## config.mk

```make
export PLATFORM = sky130hd
export DESIGN_NAME = pipeline_hazard_ctrl_flat
export DESIGN_NICKNAME = d
export VERILOG_FILES = /design/src/rtl/pipeline_hazard_ctrl_pkg.sv /design/src/rtl/pipeline_hazard_ctrl_if.sv /design/src/rtl/pipeline_hazard_ctrl_scoreboard.sv /design/src/rtl/pipeline_hazard_ctrl.sv /design/src/flat_wrapper.sv
export SDC_FILE = /design/constraint.sdc
export NUM_CORES = 1
export LEC_CHECK = 0
export BUFFER_PORTS_ARGS = -buffer_cell sky130_fd_sc_hd__buf_2
export CORE_ASPECT_RATIO = 2
export CORE_MARGIN = 4
export CORE_UTILIZATION = 55
export CTS_BUF_LIST = sky130_fd_sc_hd__clkbuf_2
export DETAILED_ROUTE_END_ITERATION = 16
export MAX_ROUTING_LAYER = met4
export PLACE_DENSITY = 0.83
export SYNTH_ARGS = -nofsm -noshare
export SYNTH_HDL_FRONTEND = slang
export SYNTH_SLANG_ARGS = --single-unit
```

## constraint.sdc

```tcl
create_clock -name clk_i -period 3 [get_ports clk_i]
set_input_delay 0.15 -clock clk_i [delete_from_list [all_inputs] [get_ports clk_i]]
set_output_delay 0.15 -clock clk_i [all_outputs]
set_load 0.01 [all_outputs]
```

## src/rtl/pipeline_hazard_ctrl_pkg.sv

```systemverilog
// Shared definitions for the pipeline sequencer.
// Contents:
//   pctl_state_t : sequencer states
//   JUMP_BITS    : width of the jump address produced by execute
//   zext_jump()  : widens a jump address to a pc value (also used by the pc mux)
package pipe_ctrl_pkg;

    typedef enum logic [2:0] {
        IDLE  = 3'd0,
        RUN   = 3'd1,
        FLUSH = 3'd2,
        DRAIN = 3'd3,
        HALT  = 3'd4
    } pctl_state_t;

    localparam int JUMP_BITS   = 10;
    // Widest pc any user may ask for; callers cast down to their own pc width.
    localparam int PC_MAX_BITS = 32;

    function automatic logic [PC_MAX_BITS-1:0] zext_jump(input logic [JUMP_BITS-1:0] addr);
        return {{(PC_MAX_BITS-JUMP_BITS){1'b0}}, addr};
    endfunction

endpackage

```

## src/rtl/pipeline_hazard_ctrl_if.sv

```systemverilog
// Bundle between the pipeline datapath and its hazard/sequencing controller.
// master : pipeline side (drives decode/execute/writeback info, receives controls)
// slave  : controller side (pipeline_hazard_ctrl)
interface pipeline_hazard_ctrl_if #(
    parameter int REGI_BITS = 4,
    parameter int VECT_BITS = 2,
    parameter int REGI_SIZE = 16,
    parameter int JUMP_BITS = 10
);
    logic                 start_i;
    logic                 dec_valid_i;
    logic [REGI_BITS-1:0] dec_src1_i;
    logic                 dec_src1_int_i;
    logic                 dec_src1_vec_i;
    logic [REGI_BITS-1:0] dec_src2_i;
    logic                 dec_src2_int_i;
    logic                 dec_src2_vec_i;
    logic [REGI_BITS-1:0] dec_dst_int_i;
    logic                 dec_wr_int_i;
    logic [VECT_BITS-1:0] dec_dst_vec_i;
    logic                 dec_wr_vec_i;
    logic                 dec_end_i;
    logic                 ex_jump_i;
    logic [JUMP_BITS-1:0] ex_jump_addr_i;
    logic                 wb_wr_int_i;
    logic [REGI_BITS-1:0] wb_dst_int_i;
    logic                 wb_wr_vec_i;
    logic [VECT_BITS-1:0] wb_dst_vec_i;
    logic                 pc_en_o;
    logic                 ifid_en_o;
    logic                 ifid_flush_o;
    logic                 idex_bubble_o;
    logic                 pc_sel_o;
    logic [REGI_SIZE-1:0] pc_target_o;
    logic                 halted_o;
    logic [15:0]          stall_cnt_o;

    modport master (
        output start_i, dec_valid_i, dec_src1_i, dec_src1_int_i, dec_src1_vec_i,
               dec_src2_i, dec_src2_int_i, dec_src2_vec_i, dec_dst_int_i, dec_wr_int_i,
               dec_dst_vec_i, dec_wr_vec_i, dec_end_i, ex_jump_i, ex_jump_addr_i,
               wb_wr_int_i, wb_dst_int_i, wb_wr_vec_i, wb_dst_vec_i,
        input  pc_en_o, ifid_en_o, ifid_flush_o, idex_bubble_o, pc_sel_o,
               pc_target_o, halted_o, stall_cnt_o
    );

    modport slave (
        input  start_i, dec_valid_i, dec_src1_i, dec_src1_int_i, dec_src1_vec_i,
               dec_src2_i, dec_src2_int_i, dec_src2_vec_i, dec_dst_int_i, dec_wr_int_i,
               dec_dst_vec_i, dec_wr_vec_i, dec_end_i, ex_jump_i, ex_jump_addr_i,
               wb_wr_int_i, wb_dst_int_i, wb_wr_vec_i, wb_dst_vec_i,
        output pc_en_o, ifid_en_o, ifid_flush_o, idex_bubble_o, pc_sel_o,
               pc_target_o, halted_o, stall_cnt_o
    );
endinterface

```

## src/rtl/pipeline_hazard_ctrl_scoreboard.sv

```systemverilog
// Write scoreboard: one busy bit per register, set on issue, cleared on writeback.
// Ports:
//   clk_i, rst_i        : clock, async active-low reset
//   set_en / set_idx    : mark a register as having a pending writer
//   clr_en / clr_idx    : writeback commit; ignored if the register is not busy
//   q1_idx / q2_idx     : query indices -> q1_busy / q2_busy (writeback bypassed)
//   empty               : no register busy after this cycle's set/clear
module reg_scoreboard #(
    parameter int IDX_BITS = 4
) (
    input  logic                clk_i,
    input  logic                rst_i,
    input  logic                set_en,
    input  logic [IDX_BITS-1:0] set_idx,
    input  logic                clr_en,
    input  logic [IDX_BITS-1:0] clr_idx,
    input  logic [IDX_BITS-1:0] q1_idx,
    input  logic [IDX_BITS-1:0] q2_idx,
    output logic                q1_busy,
    output logic                q2_busy,
    output logic                empty
);
    localparam int              NREGS = 2 ** IDX_BITS;
    localparam logic [NREGS-1:0] ONE_HOT0 = {{(NREGS-1){1'b0}}, 1'b1};

    logic [NREGS-1:0] busy_r;
    logic [NREGS-1:0] set_mask_s;
    logic [NREGS-1:0] clr_mask_s;
    logic [NREGS-1:0] busy_next_s;

    // Next busy vector; a set wins over a same-cycle clear of the same register.
    always_comb begin
        if (set_en) begin
            set_mask_s = ONE_HOT0 << set_idx;
        end else begin
            set_mask_s = {NREGS{1'b0}};
        end
        if (clr_en) begin
            clr_mask_s = ONE_HOT0 << clr_idx;
        end else begin
            clr_mask_s = {NREGS{1'b0}};
        end
        busy_next_s = (busy_r & ~clr_mask_s) | set_mask_s;
    end

    // A register being committed this cycle is readable through the bypass.
    assign q1_busy = busy_r[q1_idx] & ~clr_mask_s[q1_idx];
    assign q2_busy = busy_r[q2_idx] & ~clr_mask_s[q2_idx];
    // Looks at the next state so drain can finish on the cycle of the last commit.
    assign empty   = (busy_next_s == {NREGS{1'b0}});

    // Busy bit storage.
    always_ff @(posedge clk_i or negedge rst_i) begin
        if (!rst_i) begin
            busy_r <= {NREGS{1'b0}};
        end else begin
            busy_r <= busy_next_s;
        end
    end
endmodule

```

## src/rtl/pipeline_hazard_ctrl.sv

```systemverilog
// Central sequencer for the IF/ID/EX/MEM pipeline: pc and IF/ID enables,
// ID/EX bubble on RAW hazards, flush after a taken jump, drain/halt on END.
// Ports:
//   clk_i, rst_i : clock (rising edge), async active-low reset
//   bus (slave)  : decode/execute/writeback info in; pc/pipe controls,
//                  jump target, halted flag and stall counter out
module pipeline_hazard_ctrl
    import pipe_ctrl_pkg::*;
#(
    parameter int REGI_BITS = 4,
    parameter int VECT_BITS = 2,
    parameter int REGI_SIZE = 16,
    parameter int JUMP_BITS = 10,
    parameter int FLUSH_CYC = 2
) (
    input  logic                 clk_i,
    input  logic                 rst_i,
    pipeline_hazard_ctrl_if.slave bus
);
    localparam int                  CNT_BITS   = $clog2(FLUSH_CYC + 1);
    localparam logic [CNT_BITS-1:0] FLUSH_LOAD = CNT_BITS'(FLUSH_CYC - 1);
    localparam logic [CNT_BITS-1:0] CNT_ONE    = CNT_BITS'(1);

    pctl_state_t         state_r;
    logic [CNT_BITS-1:0] flush_cnt_r;
    logic [15:0]         stall_cnt_r;

    logic int_busy1_s, int_busy2_s, int_empty_s;
    logic vec_busy1_s, vec_busy2_s, vec_empty_s;
    logic hazard_s, issue_s, stall_s;
    logic pc_en_s, ifid_en_s, ifid_flush_s, bubble_s, pc_sel_s;

    reg_scoreboard #(.IDX_BITS(REGI_BITS)) u_int_sb (
        .clk_i   (clk_i),
        .rst_i   (rst_i),
        .set_en  (issue_s & bus.dec_wr_int_i),
        .set_idx (bus.dec_dst_int_i),
        .clr_en  (bus.wb_wr_int_i),
        .clr_idx (bus.wb_dst_int_i),
        .q1_idx  (bus.dec_src1_i),
        .q2_idx  (bus.dec_src2_i),
        .q1_busy (int_busy1_s),
        .q2_busy (int_busy2_s),
        .empty   (int_empty_s)
    );

    reg_scoreboard #(.IDX_BITS(VECT_BITS)) u_vec_sb (
        .clk_i   (clk_i),
        .rst_i   (rst_i),
        .set_en  (issue_s & bus.dec_wr_vec_i),
        .set_idx (bus.dec_dst_vec_i),
        .clr_en  (bus.wb_wr_vec_i),
        .clr_idx (bus.wb_dst_vec_i),
        .q1_idx  (bus.dec_src1_i[VECT_BITS-1:0]),
        .q2_idx  (bus.dec_src2_i[VECT_BITS-1:0]),
        .q1_busy (vec_busy1_s),
        .q2_busy (vec_busy2_s),
        .empty   (vec_empty_s)
    );

    assign hazard_s = bus.dec_valid_i &
                      ((bus.dec_src1_int_i & int_busy1_s) | (bus.dec_src1_vec_i & vec_busy1_s) |
                       (bus.dec_src2_int_i & int_busy2_s) | (bus.dec_src2_vec_i & vec_busy2_s));
    // A jump squashes the decode instruction and takes priority over a stall.
    assign issue_s  = (state_r == RUN) & bus.dec_valid_i & ~hazard_s & ~bus.ex_jump_i;
    assign stall_s  = (state_r == RUN) & hazard_s & ~bus.ex_jump_i;

    // Sequencer state, flush countdown and saturating stall counter.
    always_ff @(posedge clk_i or negedge rst_i) begin
        if (!rst_i) begin
            state_r     <= IDLE;
            flush_cnt_r <= {CNT_BITS{1'b0}};
            stall_cnt_r <= 16'h0000;
        end else begin
            case (state_r)
                IDLE: begin
                    state_r <= bus.start_i ? RUN : IDLE;
                end
                RUN: begin
                    if (bus.ex_jump_i) begin
                        flush_cnt_r <= FLUSH_LOAD;
                        state_r     <= (FLUSH_CYC > 1) ? FLUSH : RUN;
                    end else if (issue_s && bus.dec_end_i) begin
                        state_r <= DRAIN;
                    end else begin
                        state_r <= RUN;
                    end
                end
                FLUSH: begin
                    // A new jump restarts the countdown with its own target.
                    if (bus.ex_jump_i) begin
                        flush_cnt_r <= FLUSH_LOAD;
                        state_r     <= FLUSH;
                    end else if (flush_cnt_r <= CNT_ONE) begin
                        flush_cnt_r <= {CNT_BITS{1'b0}};
                        state_r     <= RUN;
                    end else begin
                        flush_cnt_r <= flush_cnt_r - CNT_ONE;
                        state_r     <= FLUSH;
                    end
                end
                DRAIN: begin
                    state_r <= (int_empty_s && vec_empty_s) ? HALT : DRAIN;
                end
                HALT: begin
                    state_r <= HALT;
                end
                default: begin
                    state_r <= IDLE;
                end
            endcase
            if (stall_s && (stall_cnt_r != 16'hFFFF)) begin
                stall_cnt_r <= stall_cnt_r + 16'd1;
            end else begin
                stall_cnt_r <= stall_cnt_r;
            end
        end
    end

    // Pipe controls; jump and hazard react within the same cycle.
    always_comb begin
        pc_en_s      = 1'b0;
        ifid_en_s    = 1'b0;
        ifid_flush_s = 1'b0;
        bubble_s     = 1'b1;
        pc_sel_s     = 1'b0;
        case (state_r)
            IDLE: begin
                ifid_flush_s = 1'b1;
            end
            RUN: begin
                if (bus.ex_jump_i) begin
                    pc_sel_s     = 1'b1;
                    pc_en_s      = 1'b1;
                    ifid_flush_s = 1'b1;
                end else if (hazard_s) begin
                    pc_en_s = 1'b0;
                end else begin
                    pc_en_s   = 1'b1;
                    ifid_en_s = 1'b1;
                    bubble_s  = ~issue_s;
                end
            end
            FLUSH: begin
                pc_en_s      = 1'b1;
                ifid_flush_s = 1'b1;
                pc_sel_s     = bus.ex_jump_i;
            end
            DRAIN: begin
                pc_en_s = 1'b0;
            end
            HALT: begin
                pc_en_s = 1'b0;
            end
            default: begin
                pc_en_s = 1'b0;
            end
        endcase
    end

    assign bus.pc_en_o       = pc_en_s;
    assign bus.ifid_en_o     = ifid_en_s;
    assign bus.ifid_flush_o  = ifid_flush_s;
    assign bus.idex_bubble_o = bubble_s;
    assign bus.pc_sel_o      = pc_sel_s;
    assign bus.pc_target_o   = REGI_SIZE'(zext_jump(bus.ex_jump_addr_i));
    assign bus.halted_o      = (state_r == HALT);
    assign bus.stall_cnt_o   = stall_cnt_r;
endmodule

```

## src/flat_wrapper.sv

```systemverilog
// flat-port wrapper written by rule: the top's interface ports become plain ports
module pipeline_hazard_ctrl_flat import pipe_ctrl_pkg::*;
#(
    parameter int REGI_BITS = 4,
    parameter int VECT_BITS = 2,
    parameter int REGI_SIZE = 16,
    parameter int JUMP_BITS = 10,
    parameter int FLUSH_CYC = 2
)
  (clk_i, rst_i, bus_start_i, bus_dec_valid_i, bus_dec_src1_i, bus_dec_src1_int_i, bus_dec_src1_vec_i, bus_dec_src2_i, bus_dec_src2_int_i, bus_dec_src2_vec_i, bus_dec_dst_int_i, bus_dec_wr_int_i, bus_dec_dst_vec_i, bus_dec_wr_vec_i, bus_dec_end_i, bus_ex_jump_i, bus_ex_jump_addr_i, bus_wb_wr_int_i, bus_wb_dst_int_i, bus_wb_wr_vec_i, bus_wb_dst_vec_i, bus_pc_en_o, bus_ifid_en_o, bus_ifid_flush_o, bus_idex_bubble_o, bus_pc_sel_o, bus_pc_target_o, bus_halted_o, bus_stall_cnt_o);
  pipeline_hazard_ctrl_if #(.REGI_BITS(REGI_BITS), .VECT_BITS(VECT_BITS), .REGI_SIZE(REGI_SIZE), .JUMP_BITS(JUMP_BITS)) bus_i ();
  input  logic clk_i;
  input  logic rst_i;
  input wire logic [$bits(bus_i.start_i)-1:0] bus_start_i;
  input wire logic [$bits(bus_i.dec_valid_i)-1:0] bus_dec_valid_i;
  input wire logic [$bits(bus_i.dec_src1_i)-1:0] bus_dec_src1_i;
  input wire logic [$bits(bus_i.dec_src1_int_i)-1:0] bus_dec_src1_int_i;
  input wire logic [$bits(bus_i.dec_src1_vec_i)-1:0] bus_dec_src1_vec_i;
  input wire logic [$bits(bus_i.dec_src2_i)-1:0] bus_dec_src2_i;
  input wire logic [$bits(bus_i.dec_src2_int_i)-1:0] bus_dec_src2_int_i;
  input wire logic [$bits(bus_i.dec_src2_vec_i)-1:0] bus_dec_src2_vec_i;
  input wire logic [$bits(bus_i.dec_dst_int_i)-1:0] bus_dec_dst_int_i;
  input wire logic [$bits(bus_i.dec_wr_int_i)-1:0] bus_dec_wr_int_i;
  input wire logic [$bits(bus_i.dec_dst_vec_i)-1:0] bus_dec_dst_vec_i;
  input wire logic [$bits(bus_i.dec_wr_vec_i)-1:0] bus_dec_wr_vec_i;
  input wire logic [$bits(bus_i.dec_end_i)-1:0] bus_dec_end_i;
  input wire logic [$bits(bus_i.ex_jump_i)-1:0] bus_ex_jump_i;
  input wire logic [$bits(bus_i.ex_jump_addr_i)-1:0] bus_ex_jump_addr_i;
  input wire logic [$bits(bus_i.wb_wr_int_i)-1:0] bus_wb_wr_int_i;
  input wire logic [$bits(bus_i.wb_dst_int_i)-1:0] bus_wb_dst_int_i;
  input wire logic [$bits(bus_i.wb_wr_vec_i)-1:0] bus_wb_wr_vec_i;
  input wire logic [$bits(bus_i.wb_dst_vec_i)-1:0] bus_wb_dst_vec_i;
  output wire logic [$bits(bus_i.pc_en_o)-1:0] bus_pc_en_o;
  output wire logic [$bits(bus_i.ifid_en_o)-1:0] bus_ifid_en_o;
  output wire logic [$bits(bus_i.ifid_flush_o)-1:0] bus_ifid_flush_o;
  output wire logic [$bits(bus_i.idex_bubble_o)-1:0] bus_idex_bubble_o;
  output wire logic [$bits(bus_i.pc_sel_o)-1:0] bus_pc_sel_o;
  output wire logic [$bits(bus_i.pc_target_o)-1:0] bus_pc_target_o;
  output wire logic [$bits(bus_i.halted_o)-1:0] bus_halted_o;
  output wire logic [$bits(bus_i.stall_cnt_o)-1:0] bus_stall_cnt_o;
  assign bus_i.start_i = bus_start_i;
  assign bus_i.dec_valid_i = bus_dec_valid_i;
  assign bus_i.dec_src1_i = bus_dec_src1_i;
  assign bus_i.dec_src1_int_i = bus_dec_src1_int_i;
  assign bus_i.dec_src1_vec_i = bus_dec_src1_vec_i;
  assign bus_i.dec_src2_i = bus_dec_src2_i;
  assign bus_i.dec_src2_int_i = bus_dec_src2_int_i;
  assign bus_i.dec_src2_vec_i = bus_dec_src2_vec_i;
  assign bus_i.dec_dst_int_i = bus_dec_dst_int_i;
  assign bus_i.dec_wr_int_i = bus_dec_wr_int_i;
  assign bus_i.dec_dst_vec_i = bus_dec_dst_vec_i;
  assign bus_i.dec_wr_vec_i = bus_dec_wr_vec_i;
  assign bus_i.dec_end_i = bus_dec_end_i;
  assign bus_i.ex_jump_i = bus_ex_jump_i;
  assign bus_i.ex_jump_addr_i = bus_ex_jump_addr_i;
  assign bus_i.wb_wr_int_i = bus_wb_wr_int_i;
  assign bus_i.wb_dst_int_i = bus_wb_dst_int_i;
  assign bus_i.wb_wr_vec_i = bus_wb_wr_vec_i;
  assign bus_i.wb_dst_vec_i = bus_wb_dst_vec_i;
  assign bus_pc_en_o = bus_i.pc_en_o;
  assign bus_ifid_en_o = bus_i.ifid_en_o;
  assign bus_ifid_flush_o = bus_i.ifid_flush_o;
  assign bus_idex_bubble_o = bus_i.idex_bubble_o;
  assign bus_pc_sel_o = bus_i.pc_sel_o;
  assign bus_pc_target_o = bus_i.pc_target_o;
  assign bus_halted_o = bus_i.halted_o;
  assign bus_stall_cnt_o = bus_i.stall_cnt_o;
  pipeline_hazard_ctrl #(.REGI_BITS(REGI_BITS), .VECT_BITS(VECT_BITS), .REGI_SIZE(REGI_SIZE), .JUMP_BITS(JUMP_BITS), .FLUSH_CYC(FLUSH_CYC)) u_core (.clk_i(clk_i), .rst_i(rst_i), .bus(bus_i));
endmodule
```

# Yosys cells after proc, flatten, opt, wreduce, memory -nomap -nowiden
# Index checks and enable logic that the tools add are counted.
# classes
mux	42
eq_ne	6
n_addsub	2
n_lt_le_gt_ge	5
n_reduce_logical	9
bitwise	32
shift	4
# ops
op	n
16-bit 2-to-1 mux	2
1-bit by 4-bit left shift with 16-bit output (first input constant)	2
1-bit 2-to-1 mux	17
16-bit by 1-bit adder with 16-bit output (second input constant)	1
1-bit bitwise AND	16
16-bit bitwise AND	1
1-bit binary-select mux with 4-bit select	4
16-bit logical NOT	1
16-bit inequality test (second input constant)	1
16-bit NOT	1
16-bit OR	1
3-bit one-hot mux with 5 select lines	1
4-bit by 5-bit less-than comparator with 1-bit output (second input constant)	2
2-bit 2-to-1 mux	5
3-bit 2-to-1 mux	3
1-bit binary-select mux with 2-bit select	4
4-bit 2-to-1 mux	2
1-bit by 2-bit left shift with 4-bit output (first input constant)	2
1-bit NOT	7
3-bit by 2-bit == test with 1-bit output (second input constant)	2
2-bit by 3-bit less-than comparator with 1-bit output (second input constant)	2
1-bit one-hot mux with 2 select lines	3
4-bit bitwise AND	1
4-bit logical NOT	1
other kinds (14)	18
# word_totals
inputBits	44
regBits	41
output_inout_bits	38

# Depth between registers and ports, before layout
# logic_depth
ltp_word	21
ltp_mapped	10
ltp_nobuf	7

# Modules after synthesis
# Synthesis repeated with hierarchy kept, for this count alone.
# hier_totals
cells_unflattened	306
hier_area_um2	2896.5
# by_module_without_submodules
module	area_per_inst_um2	cells_each	n_inst	seq_area_each_um2
pipeline_hazard_ctrl	1378.8	141	1	525.5
reg_scoreboard (u_core.u_int_sb)	1253.7	139	1	400.4
reg_scoreboard (u_core.u_vec_sb)	264.0	26	1	100.1

# Worst setup path after synthesis
# No wires, ideal clock.
# synth_timing
path_kind	register to output
startpoint	register u_core.u_int_sb.busy_r[9]
endpoint	output port bus_pc_en_o
path_stages_with_launch	8
slack_ps	670
arrival_time_ps	2180
path_cell_list	dfrtp_1 > mux4_2 > and4b_1 > o21ai_0 > nand4_1 > a211o_1 > and2_1 > a311oi_1
# synth_between
elab_chain_cells	11
word_cells_on_any_way	15
classes_between	mux (7); bitwise (8)
# synth_rtl
element	line	source
start: declaration	pipeline_hazard_ctrl_scoreboard.sv:26	logic [NREGS-1:0] busy_r;
start signal: assignment	pipeline_hazard_ctrl_scoreboard.sv:55	busy_r <= {NREGS{1'b0}};
start signal: assignment	pipeline_hazard_ctrl_scoreboard.sv:57	busy_r <= busy_next_s;
1-bit binary-select mux with 4-bit select	pipeline_hazard_ctrl_scoreboard.sv:47	assign q1_busy = busy_r[q1_idx] & ~clr_mask_s[q1_idx];
1-bit 2-to-1 mux (not written as such)	pipeline_hazard_ctrl_scoreboard.sv:47	
1-bit bitwise AND	pipeline_hazard_ctrl_scoreboard.sv:47	
1-bit bitwise AND	pipeline_hazard_ctrl.sv:62	((bus.dec_src1_int_i & int_busy1_s) | (bus.dec_src1_vec_i & vec_busy1_s) |
1-bit OR	pipeline_hazard_ctrl.sv:62	
1-bit OR (*)	pipeline_hazard_ctrl.sv:62	
1-bit OR (*)	pipeline_hazard_ctrl.sv:63	(bus.dec_src2_int_i & int_busy2_s) | (bus.dec_src2_vec_i & vec_busy2_s));
1-bit bitwise AND (*)	pipeline_hazard_ctrl.sv:61	assign hazard_s = bus.dec_valid_i &
1-bit 2-to-1 mux (*)	pipeline_hazard_ctrl.sv:136	end else if (hazard_s) begin
1-bit 2-to-1 mux (*)	pipeline_hazard_ctrl.sv:132	if (bus.ex_jump_i) begin
1-bit one-hot mux with 2 select lines (*)	pipeline_hazard_ctrl.sv:127	case (state_r)
end: declaration	flat_wrapper.sv:33	output wire logic [$bits(bus_i.pc_en_o)-1:0] bus_pc_en_o;
# Mark *: on every way between the ends. The rest lies on a longest branch, timed or not. The select of a mux whose other input is x is not followed.

# Worst setup path after layout
# layout_timing
startpoint	register u_core.u_int_sb.busy_r[9]
endpoint	register u_core.u_vec_sb.busy_r[0]
# layout_between
elab_chain_cells	14
word_cells_on_any_way	18
classes_between	mux (5); bitwise (13)
# layout_rtl
element	line	source
1-bit binary-select mux with 4-bit select	pipeline_hazard_ctrl_scoreboard.sv:47	
1-bit 2-to-1 mux (not written as such)	pipeline_hazard_ctrl_scoreboard.sv:47	
1-bit bitwise AND	pipeline_hazard_ctrl_scoreboard.sv:47	
1-bit bitwise AND	pipeline_hazard_ctrl.sv:62	
1-bit OR	pipeline_hazard_ctrl.sv:62	
1-bit OR (*)	pipeline_hazard_ctrl.sv:62	
1-bit OR (*)	pipeline_hazard_ctrl.sv:63	
1-bit bitwise AND (*)	pipeline_hazard_ctrl.sv:61	
1-bit NOT (*)	pipeline_hazard_ctrl.sv:65	assign issue_s = (state_r == RUN) & bus.dec_valid_i & ~hazard_s & ~bus.ex_jump_i;
1-bit bitwise AND (*) (2 in a row)	pipeline_hazard_ctrl.sv:65	
1-bit bitwise AND (*)	pipeline_hazard_ctrl.sv:50	.set_en (issue_s & bus.dec_wr_vec_i),
4-bit 2-to-1 mux (*)	pipeline_hazard_ctrl_scoreboard.sv:33	if (set_en) begin
4-bit OR (*)	pipeline_hazard_ctrl_scoreboard.sv:43	busy_next_s = (busy_r & ~clr_mask_s) | set_mask_s;
named net u_core.u_vec_sb.busy_next_s[0]	pipeline_hazard_ctrl_scoreboard.sv:29	logic [NREGS-1:0] busy_next_s;
end signal: assignment	pipeline_hazard_ctrl_scoreboard.sv:55	
end signal: assignment	pipeline_hazard_ctrl_scoreboard.sv:57	
end: declaration	pipeline_hazard_ctrl_scoreboard.sv:26	
# The timed path passes the listed nets; every way through them passes the cells marked *. The select of a mux whose other input is x is not followed.
# A chain may end at the register's enable or synchronous reset.

==> metrics <==
Port-buffer cells 55; top cell type's share of synthesized area 34.4%; placer's final routability congestion estimate 0.911; kind of critical path flop to flop; # setup viols final 0; M3 GR Usage 3.34%; crit start category flop; worst hold slack 0.0534 ns; Die ar. 6740 um2; most used flip-flop cell after synthesis dfrtp_1; vias per cell 6.29; sink count of the clock tree around 40; final wirelength 8.20 mm; initial core utilization 57.6%; largest net degree at the start of global routing 42; flops & latches, synth 41; global-route wire length before repair 12.8 mm; Post-Syn Area 2990 um2; final core area utilization between 60% and 70%; final worst slack 0.0206 ns; post-DP HPWL between 6 and 7 mm; data required time of the worst path 3.38 ns; unique cell type count in the Yosys netlist 61; peak ir drop on the vdd network 0.000545 V; part of the power in combinational logic 37.7%; routed wire length per instance between 15 and 20 um; Power, Total 1700 uW; top area cells in the synthesized netlist dfrtp_1 34%, o21ai_0 5.7%, xnor2_1 5.3%; met1 global-route usage around a quarter; internal reg-to-reg setup slack 0.02 ns; run status finished clean; antenna violations before repair 0; Placed Instance Area 3190 um2; final std cell area, no fill about 3400 um2; post-route antenna net violation count 0; most frequent cell after synthesis dfrtp_1; sequential element share of the synthesized area ~34%; floorplan row count 37; via count of the first global-routing pass 2822; I/O pin cnt 82; period utilization between 90% and 100%; clock root buffer clkbuf_2; Crit. Startpoint u_core.u_int_sb.busy_r[9]; slew at the pin with the worst max-slew slack around 0.90 ns; fraction of final layout cells with drive strength greater than 1 26.4%; gate count after technology mapping 336; launch instance of the worst register-to-register path u_core.u_int_sb.busy_r[9]; Sw Pwr around 660 uW; Net Sw Frac 38.4%; fraction of registers with async set/reset 100%; critical path capture point type flop; Cell Int Power 1050 uW; clock period minus worst slack 2.98 ns; layout overhead on the synthesized area 12.7%; CTS H-tree lvls 2; Hold Fails Final Rpt 0; CTS buffer count 5; Chip Height approximately 110 um; total number of vias 2801; Synth Warn # 0; post-route DRC violation count 0; TritonCTS clock tree yes; most crowded layer after global routing met2; worst clock skew roughly 0.025 ns; most used standard cells in the synthesized netlist 41 x dfrtp_1, 34 x o21ai_0, 22 x nand2_1, 22 x nand3_1, 18 x xnor2_1; leakage power figure 0.00147 uW; average size of a mapped cell 8.89 um2; clock latency on the worst-skew pair 0.42 ns; largest fanout on the critical path 5; 1st-pass router iterations 6; Power Dens Cells 507 nW/um2; cell taking the most area after synthesis dfrtp_1; max-cap violation count 0; beginning of the worst hold path bus_dec_dst_int_i[2]; DP Worst Slack 0.402 ns; antenna fix cells 0; sequential cell fraction of total power 43.7%; clock network power share between 10% and 20%; final global-route overflow total 0; slew margin rel. approximately 40%; met2 demand-to-capacity share in global routing 45.5%; max-slew violation total from the final report 0; Horiz. Die Dim 60.1 um; Tot GR Track Use about 25%; Highest Clock Rate 336 MHz; classification of the worst-slack hold path input port to flop; DRT iter0 DRCs about 140; number of buffers on the longest clock path 2; number of enable flip-flop cells after synthesis 0; core area slightly above 5000 um2; CP Data Arrival Time 3.36 ns; clock transition at the registers of the reported paths between 0.2 and 0.25 ns; net count of the finished layout 432
layout make-up:
| class | instances | area [um2] |
|---|---|---|
| fill | 466 | 1820 |
| multi-input combinational | 258 | 1760 |
| sequential | 41 | 1030 |
| timing repair buffer | 70 | 400 |
| tap | 58 | 72.6 |
| inverter | 11 | 41.3 |
| clock inverter | 2 | 35.0 |
| clock buffer | 5 | 25.0 |
flip-flops by register name (all words and copies together) (netlist names):
name	count
u_core.u_vec_sb.busy_r	4
u_core.flush_cnt_r	2
u_core.u_int_sb.busy_r	16
u_core.bus.stall_cnt_o	16
u_core.state_r	3
final timing paths:
| check | depth (start not counted) | endpoint |
|---|---|---|
| worst max register to register | 9 | u_core.u_vec_sb.busy_r[0] |
| worst max-delay path | 9 | u_core.u_vec_sb.busy_r[0] |
| worst min-delay path | 3 | u_core.u_int_sb.busy_r[15] |
| min in group asynchronous | 2 | u_core.bus.stall_cnt_o[6] |
| worst min register to register | 1 | u_core.bus.stall_cnt_o[8] |
| max in group asynchronous | 2 | u_core.u_int_sb.busy_r[6] |
cells by family after synthesis:
group           Yosys count  share of synthesized area, %
mux                      15                          7.63
xor+xnor                 20                          5.87
buf+inv                  42                          8.05
other cells               1                         0.126
compound gates           91                          20.2
fa+ha+maj                 1                         0.419
simple gates            125                          23.3
flops                    41                          34.4
worst max-delay path: stages, from the launching register on:
cell	delay, ns
dfrtp_1	0.47
mux4_2	0.46
and4b_1	0.21
o21ai_0	0.09
nand4_1	0.17
buf_4	0.18
a2111oi_4	0.31
inv_2	0.10
o41ai_1	0.33
dlygate4sd3_1	0.62
layer usage:
layer  routed length (um)  vias to the layer above
met5                    0                        -
li1                     -                     1322
met3                  364                       38
met1                 2810                     1345
met4                  431                        0
met2                 4590                       96
power groups by stage:
stage / clock (uW) / combinational [uW] / sequential [uW]
3_5_place_dp: 0 / 603 / 752
3_3_place_gp: 0 / 582 / 749
2_1_floorplan: 0 / 466 / 693
6_report: 317 / 643 / 744
4_1_cts: 322 / 610 / 742
5_1_grt: 343 / 706 / 753
cell usage in the layout, fill, tap and decap left out, drive strengths merged, types with 2 or more instances in the layout:
cell type | netlist | layout
buf | 22 | 65
a211oi | 4 | 4
o21ai | 47 | 47
o211ai | 3 | 3
mux4 | 5 | 5
inv | 11 | 11
o41ai | 2 | 2
o221ai | 2 | 2
mux2 | 9 | 9
a21oi | 12 | 12
nand3 | 22 | 22
and3 | 6 | 6
nor2b | 4 | 4
or2 | 2 | 2
nor3b | 4 | 4
nor3 | 2 | 2
dfrtp | 41 | 41
a2111oi | 3 | 3
nand4 | 9 | 9
conb | 1 | 6
nor2 | 17 | 17
nand2b | 11 | 11
o31ai | 2 | 2
o21a | 2 | 2
clkbuf | 9 | 5
xnor2 | 18 | 18
a31oi | 2 | 2
nand2 | 22 | 22
nand4b | 3 | 3
and4 | 3 | 3
xor2 | 2 | 2
and2 | 4 | 4
dlygate4sd3 | 0 | 5
nand3b | 5 | 5
nor4 | 5 | 5
timing repair:
item / in CTS / in global routing
hold endpoints to repair: 45 / 0
endpoints found under the setup margin: 0 / 3
setup buffers: 0 / 5
hold buffers: 5 / 0
gates resized for setup: 0 / 9
per-stage QoR:
stage               cells  TNS [ns]
floorplan             341         0
global placement      428         0
detailed placement    428         0
CTS                   440         0
global route          445   -0.0369
finish                445         0
Note: power is estimated with default switching activity, not from simulation.
